**src/rtl/pipe_ctrl_pkg.sv**
```systemverilog
// Shared pipeline-control definitions: stage boundary indices within the stall vector.
package pipe_ctrl_pkg;

    localparam int STALL_PC    = 0;
    localparam int STALL_IFID  = 1;
    localparam int STALL_ID    = 2;
    localparam int STALL_IDEX  = 3;
    localparam int STALL_EXMEM = 4;

endpackage

```
**src/rtl/pipe_ctrl_perf_cnt.sv**
```systemverilog
// Event counter with enable; optionally saturates at all-ones instead of wrapping.
// Latency: count visible the cycle after the enabled edge.
// Backpressure: none, counts every enabled cycle.
module pipe_ctrl_perf_cnt #(
    parameter int W   = 32,
    parameter bit SAT = 1'b0
) (
    input  logic         clk,
    input  logic         rst,
    input  logic         en,
    output logic [W-1:0] cnt
);

    always_ff @(posedge clk or posedge rst) begin
        if (rst) begin
            cnt <= '0;
        end else if (en && !(SAT && (&cnt))) begin
            cnt <= cnt + 1'b1;
        end
    end

endmodule

```
**src/rtl/pipe_ctrl.sv**
```systemverilog
// Pipeline stall/flush control with held-jump and stale-fetch drain sequencing.
// Latency: stall, flush and redirect outputs are combinational from this cycle's requests.
// Backpressure: a jump arriving while EX is frozen is held until the freeze lifts.
module pipe_ctrl
    import pipe_ctrl_pkg::*;
#(
    parameter int STALL_W = 6,
    parameter int ADDR_W  = 32,
    parameter int CNT_W   = 32
) (
    input  logic               clk,
    input  logic               rst,
    input  logic               if_stall_req,
    input  logic               if_fetch_done,
    input  logic               id_stall_req,
    input  logic               mem_stall_req,
    input  logic               ex_jump_req,
    input  logic [ADDR_W-1:0]  ex_jump_addr,
    output logic [STALL_W-1:0] stall_state,
    output logic               jump_flag,
    output logic               pc_redirect,
    output logic [ADDR_W-1:0]  redirect_addr,
    output logic               drop_fetch,
    output logic [CNT_W-1:0]   stall_cycles,
    output logic [CNT_W-1:0]   flush_count
);

    typedef enum logic [1:0] {
        RUN       = 2'd0,
        HOLD_JUMP = 2'd1,
        DRAIN     = 2'd2
    } state_t;

    state_t              state, state_nxt;
    logic [ADDR_W-1:0]   pend_addr, pend_addr_nxt;
    logic [STALL_W-1:0]  stall_req;
    logic                frozen;

    // MEM/WB bit is never set: a MEM stall lets MEM/WB take a bubble.
    always_comb begin
        stall_req = '0;
        if (mem_stall_req) begin
            stall_req[STALL_EXMEM:STALL_PC] = '1;
        end else if (id_stall_req) begin
            stall_req[STALL_ID:STALL_PC] = '1;
        end else if (if_stall_req) begin
            stall_req[STALL_IFID:STALL_PC] = '1;
        end
    end

    assign frozen = stall_req[STALL_IDEX];

    always_comb begin
        state_nxt     = state;
        pend_addr_nxt = pend_addr;
        pc_redirect   = 1'b0;
        redirect_addr = '0;
        drop_fetch    = 1'b0;
        stall_state   = stall_req;

        unique case (state)
            RUN: begin
                if (ex_jump_req) begin
                    if (!frozen) begin
                        pc_redirect   = 1'b1;
                        redirect_addr = ex_jump_addr;
                    end else begin
                        pend_addr_nxt = ex_jump_addr;
                        state_nxt     = HOLD_JUMP;
                    end
                end
            end
            HOLD_JUMP: begin
                if (!frozen) begin
                    pc_redirect   = 1'b1;
                    redirect_addr = pend_addr;
                end
            end
            DRAIN: begin
                drop_fetch             = 1'b1;
                stall_state[STALL_PC]  = 1'b1;
                if (if_fetch_done) begin
                    state_nxt = RUN;
                end
            end
            default: state_nxt = RUN;
        endcase

        // A fetch returning in the redirect cycle is the stale word: drop it now, no drain needed.
        if (pc_redirect) begin
            if (if_fetch_done) begin
                drop_fetch = 1'b1;
                state_nxt  = RUN;
            end else if (if_stall_req) begin
                state_nxt = DRAIN;
            end else begin
                state_nxt = RUN;
            end
        end
    end

    assign jump_flag = pc_redirect;

    always_ff @(posedge clk or posedge rst) begin
        if (rst) begin
            state     <= RUN;
            pend_addr <= '0;
        end else begin
            state     <= state_nxt;
            pend_addr <= pend_addr_nxt;
        end
    end

    // The pipeline is already flushed while draining, so EX cannot legally request a jump.
    assert property (@(posedge clk) disable iff (rst) !(state == DRAIN && ex_jump_req));

    pipe_ctrl_perf_cnt #(.W(CNT_W), .SAT(1'b1)) u_stall_cnt (
        .clk (clk),
        .rst (rst),
        .en  (|stall_state),
        .cnt (stall_cycles)
    );

    pipe_ctrl_perf_cnt #(.W(CNT_W), .SAT(1'b0)) u_flush_cnt (
        .clk (clk),
        .rst (rst),
        .en  (pc_redirect),
        .cnt (flush_count)
    );

endmodule
```
**config.mk**
```make
export PLATFORM = sky130hd
export DESIGN_NAME = pipe_ctrl
export DESIGN_NICKNAME = d
export VERILOG_FILES = /design/src/rtl/pipe_ctrl_pkg.sv /design/src/rtl/pipe_ctrl_perf_cnt.sv /design/src/rtl/pipe_ctrl.sv
export SDC_FILE = /design/constraint.sdc
export NUM_CORES = 1
export LEC_CHECK = 0
export CORE_MARGIN = 1
export CORE_UTILIZATION = 44
export CTS_BUF_LIST = sky130_fd_sc_hd__clkbuf_4
export CTS_CLUSTER_DIAMETER = 40
export DETAILED_ROUTE_END_ITERATION = 8
export GPL_TIMING_DRIVEN = 1
export MAX_ROUTING_LAYER = met4
export PLACE_DENSITY = 0.76
export SLEW_MARGIN = 20
export SYNTH_ARGS = -nofsm -noshare
export SYNTH_HDL_FRONTEND = slang
export SYNTH_SLANG_ARGS = --single-unit
```
**constraint.sdc**
```tcl
create_clock -name clk -period 2.8 [get_ports clk]
set_input_delay 0.28 -clock clk [delete_from_list [all_inputs] [get_ports clk]]
set_output_delay 0.28 -clock clk [all_outputs]
set_load 0.05 [all_outputs]
```
==> results of run 1 <==
worst min path at each step:
stage	start	to
after CTS	rst	u_stall_cnt.cnt[29]
after global placement	u_flush_cnt.cnt[31]	u_flush_cnt.cnt[31]
final	rst	u_flush_cnt.cnt[25]
after floorplan	if_fetch_done	state[1]
after global routing	rst	u_stall_cnt.cnt[15]
after detailed placement	u_flush_cnt.cnt[31]	u_flush_cnt.cnt[31]
registers in the layout (all words and copies together) (netlist names):
register         flops
u_stall_cnt.cnt     32
pend_addr           32
state                2
u_flush_cnt.cnt     32
cells by family (layout without fill, tap and decap cells):
group           after synthesis  count (layout)
compound gates               36              36
other cells                   1               1
fa+ha+maj                     2               2
buf+inv                      26             173
mux                          35              35
flops                        98              98
simple gates                177             177
xor+xnor                     60              60
layout make-up:
| type | count | area share, % |
|---|---|---|
| well taps | 136 | 2.48 |
| inverters | 3 | 0.219 |
| flip-flops and latches | 98 | 35.8 |
| multi-input cells | 311 | 31.8 |
| clock buffers | 9 | 0.985 |
| repair buffers | 154 | 27.1 |
| clock inverters | 7 | 1.57 |
where the power goes:
part           switching (W)  leakage [nW]  internal [W]
clock network       0.000471        0.0948      0.000443
registers           0.000348          1.21       0.00171
logic                0.00137          1.58      0.000878
placed cells by master, fill, tap and decap left out, types with 4 or more instances in the layout:
cell type	synthesis	routed
nand4_1	16	16
nor2_1	46	45
clkbuf_4	0	9
and3_1	9	9
dfrtp_1	98	98
buf_12	0	36
clkdlybuf4s50_1	0	102
xor2_1	33	33
nand2b_1	4	4
xnor2_1	27	27
nor3_1	9	9
nand2_1	25	25
mux2_2	35	35
buf_4	5	16
nand3_1	19	19
a22oi_1	32	32
or3_1	5	5
or2_2	5	5
nor4_1	14	14
and4_1	6	6
tightest hold or removal path, stage by stage:
cell,delay [ps]
clkdlybuf4s50_1,440
clkinvlp_4,90
buf_12,400
per-stage QoR:
stage / hold slack (ps) / setup WS, ps / std cells
detailed placement: 465 / 334 / 702
global placement: 466 / 401 / 702
global route: 289 / 90.1 / 718
finish: 272 / 285 / 718
floorplan: 346 / 277 / 435
CTS: 283 / 300 / 718
layer usage:
| layer | vias up | GRT usage (%) |
|---|---|---|
| met1 | 1927 | 28.2 |
| met2 | 101 | 36.6 |
| met5 | - | - |
| met3 | 23 | 6.68 |
| met4 | 0 | 7.84 |
| li1 | 1833 | - |
==> implementation parameters, run 1 <==
Parameter                              Value

Timing
  Final critical-path share of the clock period    approximately nine tenths
  Max-slew violation count    0
  Final critical-path required period    2520 ps
  Upper clock frequency limit    between 300 and 400 MHz
  Unrepaired setup endpoints after global routing    false
  Relative slew slack    51.5%
  Final setup skew    12.8 ps
  Final setup fails    0
  Worst-Margin Slew    around 720 ps
  Hold violation count in the final report    0
  TNS Setup    0 ps

Route
  Pre-antenna DRT Iters    4
  Antenna Nets Post-Route    0
  Total number of vias    3884
  Final WL    11900 um
  Sum of met2 wire segment lengths after detailed routing    5930 um
  Max Used Layer    met4
  Met3 routed WL    586 um
  Sum of routed wire segments on met1    5110 um
  Final routed wire length divided by cell count    16.6 um
  Detailed-route vias per instance    5.41
  Number of DRC violations after detailed-routing iteration 0    about 150
  Detailed-route DRC error count    0

Yosys
  Number of storage elements in the synthesis netlist    98
  Cell types with the highest counts after synthesis    dfrtp_1 (98), nor2_1 (46), mux2_2 (35), xor2_1 (33), a22oi_1 (32)
  Multiplexer share of the synthesized area    8.29%
  Share of async-settable or async-resettable flops after synthesis    100%
  Cell taking the most area after synthesis    dfrtp_1
  Most used flip-flop cell after synthesis    dfrtp_1
  Largest family of logic cells by synthesized area    simple AND/OR/NAND/NOR gates
  Post-synthesis share of cell area spent on xor and xnor gates    between 10% and 20%
  Adder-cell share of the synthesized area    0.526%
  Share of the synthesized area in compound gates (AO/OA/AOI/OAI)    5.58%
  Post-synthesis average cell area    10.9 um^2
  Synthesized-area fraction occupied by and/or/nand/nor cells    around a fifth
  Library cell with the highest instance count after synthesis    dfrtp_1
  Synthesized net count    476
  Share of Yosys cell area claimed by the top area cell type    51.6%
  Count of flip-flops with a built-in enable after synthesis    0
  Count of yosys warnings during synthesis    0
  Cells taking the most area after synthesis    dfrtp_1 (52%), mux2_2 (8.3%), xor2_1 (6.1%)
  Cell area after technology mapping    4760 um^2
  Cell count after synthesis    435
  Share of the yosys chip area belonging to registers    51.6%
  Distinct cell type count of the synthesized netlist    38

Critical path
  Number of cells on the worst reg-to-reg path    7
  Worst path cell trace    ha_1 > nand3_1 > or4_4 > nor4_4 > buf_4 > nor4_1 > xor2_1
  Worst setup path category    reg2reg
  Worst Setup EP    u_stall_cnt.cnt[5]
  CP peak stage delay    just under 600 ps
  Required time worst endpoint    3150 ps
  Endpoint type of the worst setup path    flip-flop
  Maximum fanout count along the critical path    13
  Combined buffer and inverter count along the critical path    1
  Launch point of the critical path    u_stall_cnt.cnt[0]
  Endpoint of the most critical register-to-register path    u_stall_cnt.cnt[5]
  Crit-path slowest cell    nor4_4
  Critical path arrival    roughly 2900 ps
  Crit path depth    7
  Cell family with the largest share of critical-path delay    simple AND/OR/NAND/NOR gates
  Internal reg-to-reg setup slack    280 ps
  Startpoint type of the worst setup path    flip-flop
  R2R Path Start    u_stall_cnt.cnt[0]

Die
  Die extent in y    106 um
  Die width    106 um
  Core area    around 10000 um^2
  Boundary Pins    144
  Die ar.    11200 um^2
  Cell row count    37
  Initial core utilization    45.7%

Final layout
  Layout Utilization    65.8%
  Antenna Cells    0
  Area growth from synthesis to layout    44.2%
  Final layout net count    approximately 600
  Multi-input gate area    2180 um^2
  Storage cell area    2450 um^2
  Share of cells above drive strength 1    19.4%
  Area of all placed cells without fillers    6860 um^2
  Number of fill cells    between 800 and 900

Hold path
  Worst min-delay path category    in2async

Clock network
  Clk slew on worst S/H paths    140 ps
  TritonCTS clock tree    yes
  Post_cts resized    0
  Clk buf depth    2
  CTS Hold Bufs    0
  Clock sink count    ~100
  Root buffer cell    clkbuf_4
  Post-CTS Repair Setup Buffers    0
  Clock latency on the worst-skew pair    between 400 and 500 ps
  H-tree lvl count    3
  Number of buffers added by the clock tree synthesis step    9

Global routing
  Global route overflow    0
  Global-route wire length before repair    19600 um
  GR Util All Layers    between 20% and 30%
  Initial antenna violation count    0
  Pin count of the biggest net entering global routing    99
  Number of global-route vias before repair    3802

Power and ir drop
  PD cells    762 nW/um^2
  Standby leakage power    2.88 nW
  Peak supply drop    771 uV
  Final Power    between 0.005 and 0.006 W

Placement
  Cell Area, Placed    6680 um^2
  Buffers added on ports    142
  Routability cong.    0.788
  Sum of net half-perimeters after detailed placement    approximately 8400 um

Run
  Max-capacitance violation count    0

Outcome
  Result of the run    finished, final reports clean
(Power assumes the default switching activity.)
==> inputs of run 2 (changes only) <==
--- a/config.mk
+++ b/config.mk
@@ -5,6 +5,7 @@
 export SDC_FILE = /design/constraint.sdc
 export NUM_CORES = 1
 export LEC_CHECK = 0
+export CAP_MARGIN = 20
 export CORE_MARGIN = 1
 export CORE_UTILIZATION = 44
 export CTS_BUF_LIST = sky130_fd_sc_hd__clkbuf_4
@@ -13,6 +14,7 @@
 export GPL_TIMING_DRIVEN = 1
 export MAX_ROUTING_LAYER = met4
 export PLACE_DENSITY = 0.76
+export SKIP_LAST_GASP = 1
 export SLEW_MARGIN = 20
 export SYNTH_ARGS = -nofsm -noshare
 export SYNTH_HDL_FRONTEND = slang
==> results of run 2 <==
Same layout as run 1: the final DEF is identical, and so are final timing and power.
